### src/rtl/time_display_driver.sv
// time_display_driver
//   Multiplexed 4-digit 7-segment driver for an MM:SS clock.
//   A refresh counter scans the digits right to left, one digit every
//   REFRESH_DIV cycles. The seconds and minutes values are latched once per
//   scan frame, so all four digits in a frame come from the same pair.
//   Adjust mode blinks the selected field. The decimal point serves as a
//   colon on digit 2, and flashes on every digit for four digit periods
//   after a seconds wrap.
//
// Ports
//   clk      : clock, all state updates on the rising edge
//   rst      : synchronous active-high reset
//   seconds  : binary seconds (0..59; 60..63 shows dashes)
//   minutes  : binary minutes (0..59; 60..63 shows dashes)
//   sec_wrap : one-cycle pulse when the seconds counter wraps 59->0
//   adj_en   : adjust mode enable (blinks the selected field)
//   adj_sel  : field to blink, 0 = minutes, 1 = seconds
//   seg      : active-low segments, seg[0]=a .. seg[6]=g (registered)
//   dp       : active-low decimal point (registered)
//   an       : active-low anodes, an[3]=min tens .. an[0]=sec ones (registered)
module time_display_driver #(
  parameter int REFRESH_DIV = 100000,
  parameter int BLINK_DIV   = 25000000
) (
  input  logic       clk,
  input  logic       rst,
  input  logic [5:0] seconds,
  input  logic [5:0] minutes,
  input  logic       sec_wrap,
  input  logic       adj_en,
  input  logic       adj_sel,
  output logic [6:0] seg,
  output logic       dp,
  output logic [3:0] an
);

  localparam int RW = (REFRESH_DIV > 1) ? $clog2(REFRESH_DIV) : 1;
  localparam int BW = (BLINK_DIV > 1) ? $clog2(BLINK_DIV) : 1;
  localparam logic [RW-1:0] REF_LAST   = RW'(REFRESH_DIV - 1);
  localparam logic [BW-1:0] BLINK_LAST = BW'(BLINK_DIV - 1);

  // Active-low segment pattern for one decimal digit.
  function automatic logic [6:0] enc7(input logic [3:0] d);
    case (d)
      4'd0:    enc7 = 7'h40;
      4'd1:    enc7 = 7'h79;
      4'd2:    enc7 = 7'h24;
      4'd3:    enc7 = 7'h30;
      4'd4:    enc7 = 7'h19;
      4'd5:    enc7 = 7'h12;
      4'd6:    enc7 = 7'h02;
      4'd7:    enc7 = 7'h78;
      4'd8:    enc7 = 7'h00;
      4'd9:    enc7 = 7'h10;
      default: enc7 = 7'h7F;
    endcase
  endfunction

  // Tens or ones digit of a 0..63 value; out-of-range values show a dash.
  function automatic logic [6:0] digit_seg(input logic [5:0] v, input logic tens);
    logic [3:0] t;
    logic [3:0] o;
    t = 4'(v / 6'd10);
    o = 4'(v % 6'd10);
    if (v >= 6'd60) return 7'h3F;
    return enc7(tens ? t : o);
  endfunction

  logic [RW-1:0] refresh_cnt;
  logic [1:0]    digit_idx;
  logic [BW-1:0] blink_cnt;
  logic          blink_phase;
  logic          colon_phase;
  logic [2:0]    flash_cnt;
  logic [5:0]    sec_lat;
  logic [5:0]    min_lat;

  logic          advance;
  logic          frame_end;
  logic [5:0]    field_val;
  logic          blanked;
  logic [6:0]    seg_p0;
  logic [3:0]    an_p0;
  logic          dp_p0;

  assign advance   = (refresh_cnt == REF_LAST);
  assign frame_end = advance && (digit_idx == 2'd3);

  // ---- stage p0: decode current scan state into the next display word ----
  always_comb begin
    field_val = digit_idx[1] ? min_lat : sec_lat;
    seg_p0    = digit_seg(field_val, digit_idx[0]);
    an_p0     = ~(4'b0001 << digit_idx);
    // digit_idx[1] is 1 for the minutes digits, adj_sel is 1 for seconds
    blanked   = adj_en && blink_phase && (digit_idx[1] != adj_sel);
    dp_p0     = ~((flash_cnt != 3'd0) || (colon_phase && (digit_idx == 2'd2)));
    if (blanked) begin
      an_p0  = 4'hF;
      seg_p0 = 7'h7F;
      dp_p0  = 1'b1;
    end
  end

  // ---- stage p1: scan/blink/flash state and registered outputs ----
  always_ff @(posedge clk) begin
    if (rst) begin
      refresh_cnt <= '0;
      digit_idx   <= 2'd0;
      blink_cnt   <= '0;
      blink_phase <= 1'b0;
      colon_phase <= 1'b0;
      flash_cnt   <= 3'd0;
      sec_lat     <= 6'd0;
      min_lat     <= 6'd0;
      an          <= 4'hF;
      seg         <= 7'h7F;
      dp          <= 1'b1;
    end else begin
      if (advance) begin
        refresh_cnt <= '0;
        digit_idx   <= digit_idx + 2'd1;
      end else begin
        refresh_cnt <= refresh_cnt + 1'b1;
      end

      if (frame_end) begin
        sec_lat <= seconds;
        min_lat <= minutes;
        if (seconds != sec_lat) colon_phase <= ~colon_phase;
      end

      // Blink starts in the visible half each time adjust mode is entered.
      if (!adj_en) begin
        blink_cnt   <= '0;
        blink_phase <= 1'b0;
      end else if (blink_cnt == BLINK_LAST) begin
        blink_cnt   <= '0;
        blink_phase <= ~blink_phase;
      end else begin
        blink_cnt <= blink_cnt + 1'b1;
      end

      // A fresh wrap restarts the flash even on a digit-advance cycle.
      if (sec_wrap) flash_cnt <= 3'd4;
      else if (advance && (flash_cnt != 3'd0)) flash_cnt <= flash_cnt - 3'd1;

      an  <= an_p0;
      seg <= seg_p0;
      dp  <= dp_p0;
    end
  end

endmodule

### config.mk
export PLATFORM = sky130hd
export DESIGN_NAME = time_display_driver
export DESIGN_NICKNAME = d
export VERILOG_FILES = /design/src/rtl/time_display_driver.sv
export SDC_FILE = /design/constraint.sdc
export NUM_CORES = 1
export LEC_CHECK = 0
export CAP_MARGIN = 15
export CORE_MARGIN = 1.5
export CORE_UTILIZATION = 35
export CTS_BUF_LIST = sky130_fd_sc_hd__clkbuf_8
export CTS_CLUSTER_SIZE = 28
export DETAILED_ROUTE_END_ITERATION = 12
export GPL_TIMING_DRIVEN = 0
export SYNTH_ARGS = -nofsm -noshare
export SYNTH_HDL_FRONTEND = slang
export SYNTH_SLANG_ARGS = --single-unit
### constraint.sdc
create_clock -name clk -period 4.3 [get_ports clk]
set_input_delay 0.43 -clock clk [delete_from_list [all_inputs] [get_ports clk]]
set_output_delay 0.43 -clock clk [all_outputs]
set_load 0.02 [all_outputs]
# Word-level counts from Yosys, hierarchy flattened

Memory sizes are Yosys's and may differ from the RTL's.
Index checks and enable logic that the tools add are counted.

$add $sub $neg: 4
Div/mod/pow operators: 2
$lt $le $gt $ge: 1
Eq/ne operators: 6
Shift-type cells: 1
Muxes and demuxes: 7
Bitwise gates (word level): 5
Reduce and logical (&&, ||, !) cells: 14

Operators with widths:

| operator                | count |
|---|---|
| $add A25 B1 Y25 const B | 1 |
| $eq A25 B25 Y1 const B  | 1 |
| $add A17 B1 Y17 const B | 1 |
| $eq A17 B17 Y1 const B  | 1 |
| $mux W7                 | 2 |
| $reduce_or A2 Y1        | 4 |
| $div A6 B4 Y6 const B   | 1 |
| $ge A6 B6 Y1 const B    | 1 |
| $mod A6 B4 Y6 const B   | 1 |
| $mux W3                 | 2 |
| $mux W6                 | 1 |
| $ne A6 B6 Y1            | 1 |
| $logic_and A1 B1 Y1     | 5 |
| $eq A2 B2 Y1 const B    | 2 |
| $mux W4                 | 1 |
| $not A1 Y1              | 4 |
| $not A4 Y4              | 1 |
| $shl A1 B2 Y4 const A   | 1 |
| $reduce_bool A3 Y1      | 1 |
| $reduce_or A3 Y1        | 1 |
| $sub A3 B1 Y3 const B   | 1 |
| $add A2 B1 Y2 const B   | 1 |
| $reduce_and A2 Y1       | 1 |
| $reduce_bool A2 Y1      | 1 |
| other kinds (3)         | 3 |

Register bits after elaboration: 73
ROM bits: 112
Input bits: 17
Output and inout port bits: 12
Word-level logic and storage cells: 53
Memories kept: 1

Memories:

| name             | words | bits a word | rd ports | clocked after Yosys merged registers in | write ports | RTL line | text |
|---|---|---|---|---|---|---|---|
| (name not given) | 16    | 7           | 1        | 0                                       | 0           | 44       | `case (d)` |

# Logic depth before layout (Yosys ltp)

An unclocked memory read counts as a cell.

Depth in word-level cells: 5
Mapped depth: 16
Mapped depth without buffers: 13

# Least setup slack after synthesis

OpenSTA, ideal clock, no wires.

Path kind: register -> register
From: register digit_idx[1]
To: register seg[3]
Library setup time: 0.134 ns
Arrival: 3.324 ns
Data required time: 4.166 ns
Slack: 0.842 ns
Stages on the path, launching flop included: 17
Path buffers: 3
Period minus slack after synthesis: 3.458 ns
Path through: dfxtp_1 > buf_6 > mux2_4 > buf_6 > inv_2 > ha_1 > clkbuf_1 > a21oi_1 > a21oi_1 > o21ai_2 > or4_1 > o311ai_2 > inv_1 > ha_1 > inv_1 > mux2i_1 > o21ai_1

Word-level cells in the longest chain between the ends: 5
Elaborated cells on any way between the ends: 11
Those cells by class: div: 2; order compare: 1; eq/ne: 1; mux: 4; reduce/logical: 2; memory: 1

Ends and longest elaborated chain:

| what                                                  | RTL line | text |
|---|---|---|
| start: declaration                                    | 70       | `logic [1:0] digit_idx;` |
| start signal: assignment                              | 121      | `digit_idx <= digit_idx + 2'd1;` |
| $mux W6                                               | 91       | `field_val = digit_idx[1] ? min_lat : sec_lat;` |
| $mod A6 B4 Y6 / $div A6 B4 Y6 (equally long branches) | 64, 63   |  |
| $mux W4                                               | 66       | `return enc7(tens ? t : o);` |
| $mem_v2 Z16 W7                                        | --       |  |
| $mux W7                                               | 66       |  |
| end signal: assignment                                | 148      | `seg <= seg_p0;` |
| end: declaration                                      | 32       | `output logic [6:0] seg,` |

Several ways; a longest one is shown, not always the timed one.
A chain may end at the register's enable or synchronous reset.

# Worst setup path in the final report

Ends and elaborated chain as after synthesis.

==> qor.yml <==
run_status:
  status: "finished, final reports clean"
routing:
  routedWlPerCell_um: 12.2
  vias: 3005
  dr.first_iter.drc_count: 98
  wl_um: 7520
  viasPerCell: 4.86
  drc: 0
  dr.pass1.iters: 4
  antenna_left: 0
clock_network:
  postCtsHoldBufs: 0
  clock_latency_ns: 0.35
  numCtsBuffers: 9
  cts_buffer_depth: 2
  path_clk_slew_ns: 0.08
  cts_max_level: 3
  post_cts_buffers: 0
  cts_tree: "done"
  cts_resized: 0
  cts_root_buf: "clkbuf_8"
  clock_sinks: 73
cells_and_area:
  multiInputGateArea_mm2: 0.00216
  syn2layout_area_growth_pct: 18.4
  post_route_cells_drive_above_1_share_pct: 10.2
  finish.instance_area_mm2: 0.00450
  mostFrequentLayoutCell: "dfxtp_1"
  seqCellArea_mm2: 0.00146
  layout.nets: 508
  final_cells: 618
  fillers: 1028
  final_cell_mix: "dfxtp_1 (73), nor2_1 (58), nand2_1 (56)"
  antennaDiodeCount: 0
worst_setup_path:
  arrival_ns: 4.15
  crit_required_ns: 4.52
  crit_fanout: 10
  cp_cell_sequence: "buf_6 > mux2_4 > buf_6 > inv_2 > ha_1 > clkbuf_1 > a21oi_1 > a21oi_1 > o21ai_2 > or4_1 > o311ai_2 > inv_1 > ha_1 > inv_1 > mux2i_1 > o21ai_1"
  cpMaxStageDelayCell: "or4_1"
  cp-start-kind: "flop"
  worstSetupEndpointType: "flop"
  critical_path_class: "flop to flop"
  setup.worst_path.start: "digit_idx[1]$_SDFFE_PP0P_"
  critical_path.max_stage_delay_ns: 0.55
  reg2reg_from: "digit_idx[1]$_SDFFE_PP0P_"
logic_synthesis:
  yosys_register_bits: 73
  syn-instance-count: 438
  synth-seq-area-share_pct: 38.4
  synth_flop_cell: "dfxtp_1"
  synth_edf_count: 0
  syn_nets: 469
  syn-cell-area_mm2: 0.00380
  synth_cell_types: 64
  ys_warn_count: 0
  async_flop_share_pct: 0
  syn_avg_cell_area_um2: 8.68
floorplan:
  dieWidth_um: 107
  dieHeight_um: 107
  ioPinCount: 29
  rows: 37
  start_util_pct: 36.5
  dieArea_mm2: 0.0115
  core-area_mm2: 0.0104
global_route:
  gr-total-overflow: 0
  grt_pass1_vias: 2771
  antenna_found_initial: 0
  grt_usage_pct: 13.8
  grt_pass1_wl_um: 12800
  grt_max_degree: 14
pwr:
  p_switching_uw: 295
  p_int_mw: 1.12
  p_leak_nw: 1.59
  p_seq_share_pct: 48.7
  p_per_area_mw_per_mm2: 313
  p_clk_share_pct: 47.2
  ir_worst_vdd_v: 0.000246
  p_sw_share_pct: 20.9
  p_comb_share_pct: 4.0
timing:
  slew_violations: 0
  grt_setup_unrepaired: "no"
  whs_ns: 0.460
  fmax_mhz: 254
  fin_crit_sh_pct: 91.5
  setup_viol: 0
  skew_ns: 0.0129
  setup_slack_ns: 0.364
  maxSlewHeadroom_pct: 56.4
  fin_crit_ns: 3.94
  worstMarginPinSlew_ns: 0.636
  tns_ns: 0
  finalHoldViolCount: 0
hold_path:
  hold_path.class: "flop to flop"
  hp-start: "min_lat[0]$_SDFFE_PP0P_"
placement:
  preCtsSetupSlack_ns: 0.397
  gp_congestion: 0.828
  io_buffers: 28
  placed_cells: 602
  place_hpwl_um: 5660
  place_area_mm2: 0.00425
flow_run:
  maxCapViolations: 0
-- state kept, by name, indices dropped and copies added (netlist names) --
name / flops
colon_phase: 1
an: 4
digit_idx: 2
sec_lat: 6
dp: 1
refresh_cnt: 17
flash_cnt: 3
min_lat: 6
blink_cnt: 25
blink_phase: 1
seg: 7
-- area by class of cell --
class	count	share of cell area [%]
plain buffers	22	2.61
clock buffers	10	3.06
clock inverters	6	2.50
inverters	18	1.50
multi-input cells	325	47.9
flip-flops and latches	73	32.5
well taps	136	3.78
repair buffers	28	6.22
-- critical path, delay by kind of cell, from the launching register on --
kind,cells,cell delay (ns)
buffers and inverters,6,0.91
DFF,1,0.45
and+or+nand+nor,1,0.55
AOI/OAI and AO/OA,5,0.97
adders and majority gates,2,0.44
muxes,2,0.46
-- power by group through the flow --
| stage | logic [mW] | registers [mW] | clock network (mW) |
|---|---|---|---|
| after floorplan | 0.0211 | 0.708 | 0 |
| after global placement | 0.0576 | 0.703 | 0 |
| after detailed placement | 0.0577 | 0.704 | 0 |
| after CTS | 0.0578 | 0.688 | 0.687 |
| after global routing | 0.0618 | 0.689 | 0.716 |
| final | 0.0569 | 0.688 | 0.667 |
-- metal layers --
metal	routed length (µm)	part of all wire, %	vias to the layer above	track usage, %
li1	-	-	1567	-
met1	3710	49	1384	17.9
met2	3440	46	46	22.2
met3	296	3.9	8	3.83
met4	81	1.1	0	4.29
met5	0	0	-	0
-- synth_stat cells (all sizes together) (4+ instances only) --
library cell   n  area, µm²
inv           18       67.6
xor2          27        236
nor2          58        218
o21ai         13       72.6
clkbuf        13       48.8
o211ai         4       30.0
nand3         20        100
a21oi         22        125
ha            14        175
nor2b          4       32.5
and3           8       50.1
nand4          6       37.5
nor3           8       40.0
and2           4       25.0
buf            9       68.8
xnor2         22        193
nand2         56        210
a31oi          4       40.0
mux2i         10        116
dfxtp         73       1460
or4            4       30.0
-- logic make-up after synthesis --
logic type	count (synthesis)	synth area share, %
AOI/OAI and AO/OA	67	14.4
xor gates and xnor gates	49	11.3
adders and majority gates	14	4.61
buffers and inverters	40	4.87
DFF	73	38.4
muxes	13	4.05
and+or+nand+nor	182	22.3
-- per-stage QoR --
step                      power [mW]  util (%)
after floorplan                0.729         -
after global placement         0.761      40.8
after detailed placement       0.761      40.8
after CTS                       1.43      43.2
after global routing            1.47      43.2
final                           1.41      43.2
-- worst paths after layout --
| check | to | slack, ns | cells after the start |
|---|---|---|---|
| worst max-delay path | seg[3]$_SDFF_PP1_ | 0.36 | 16 |
| worst min-delay path | min_lat[0]$_SDFFE_PP0P_ | 0.46 | 2 |
| worst max register to register | seg[3]$_SDFF_PP1_ | 0.36 | 16 |
| worst min register to register | min_lat[0]$_SDFFE_PP0P_ | 0.46 | 2 |
Power figures use the tool's default switching activity.
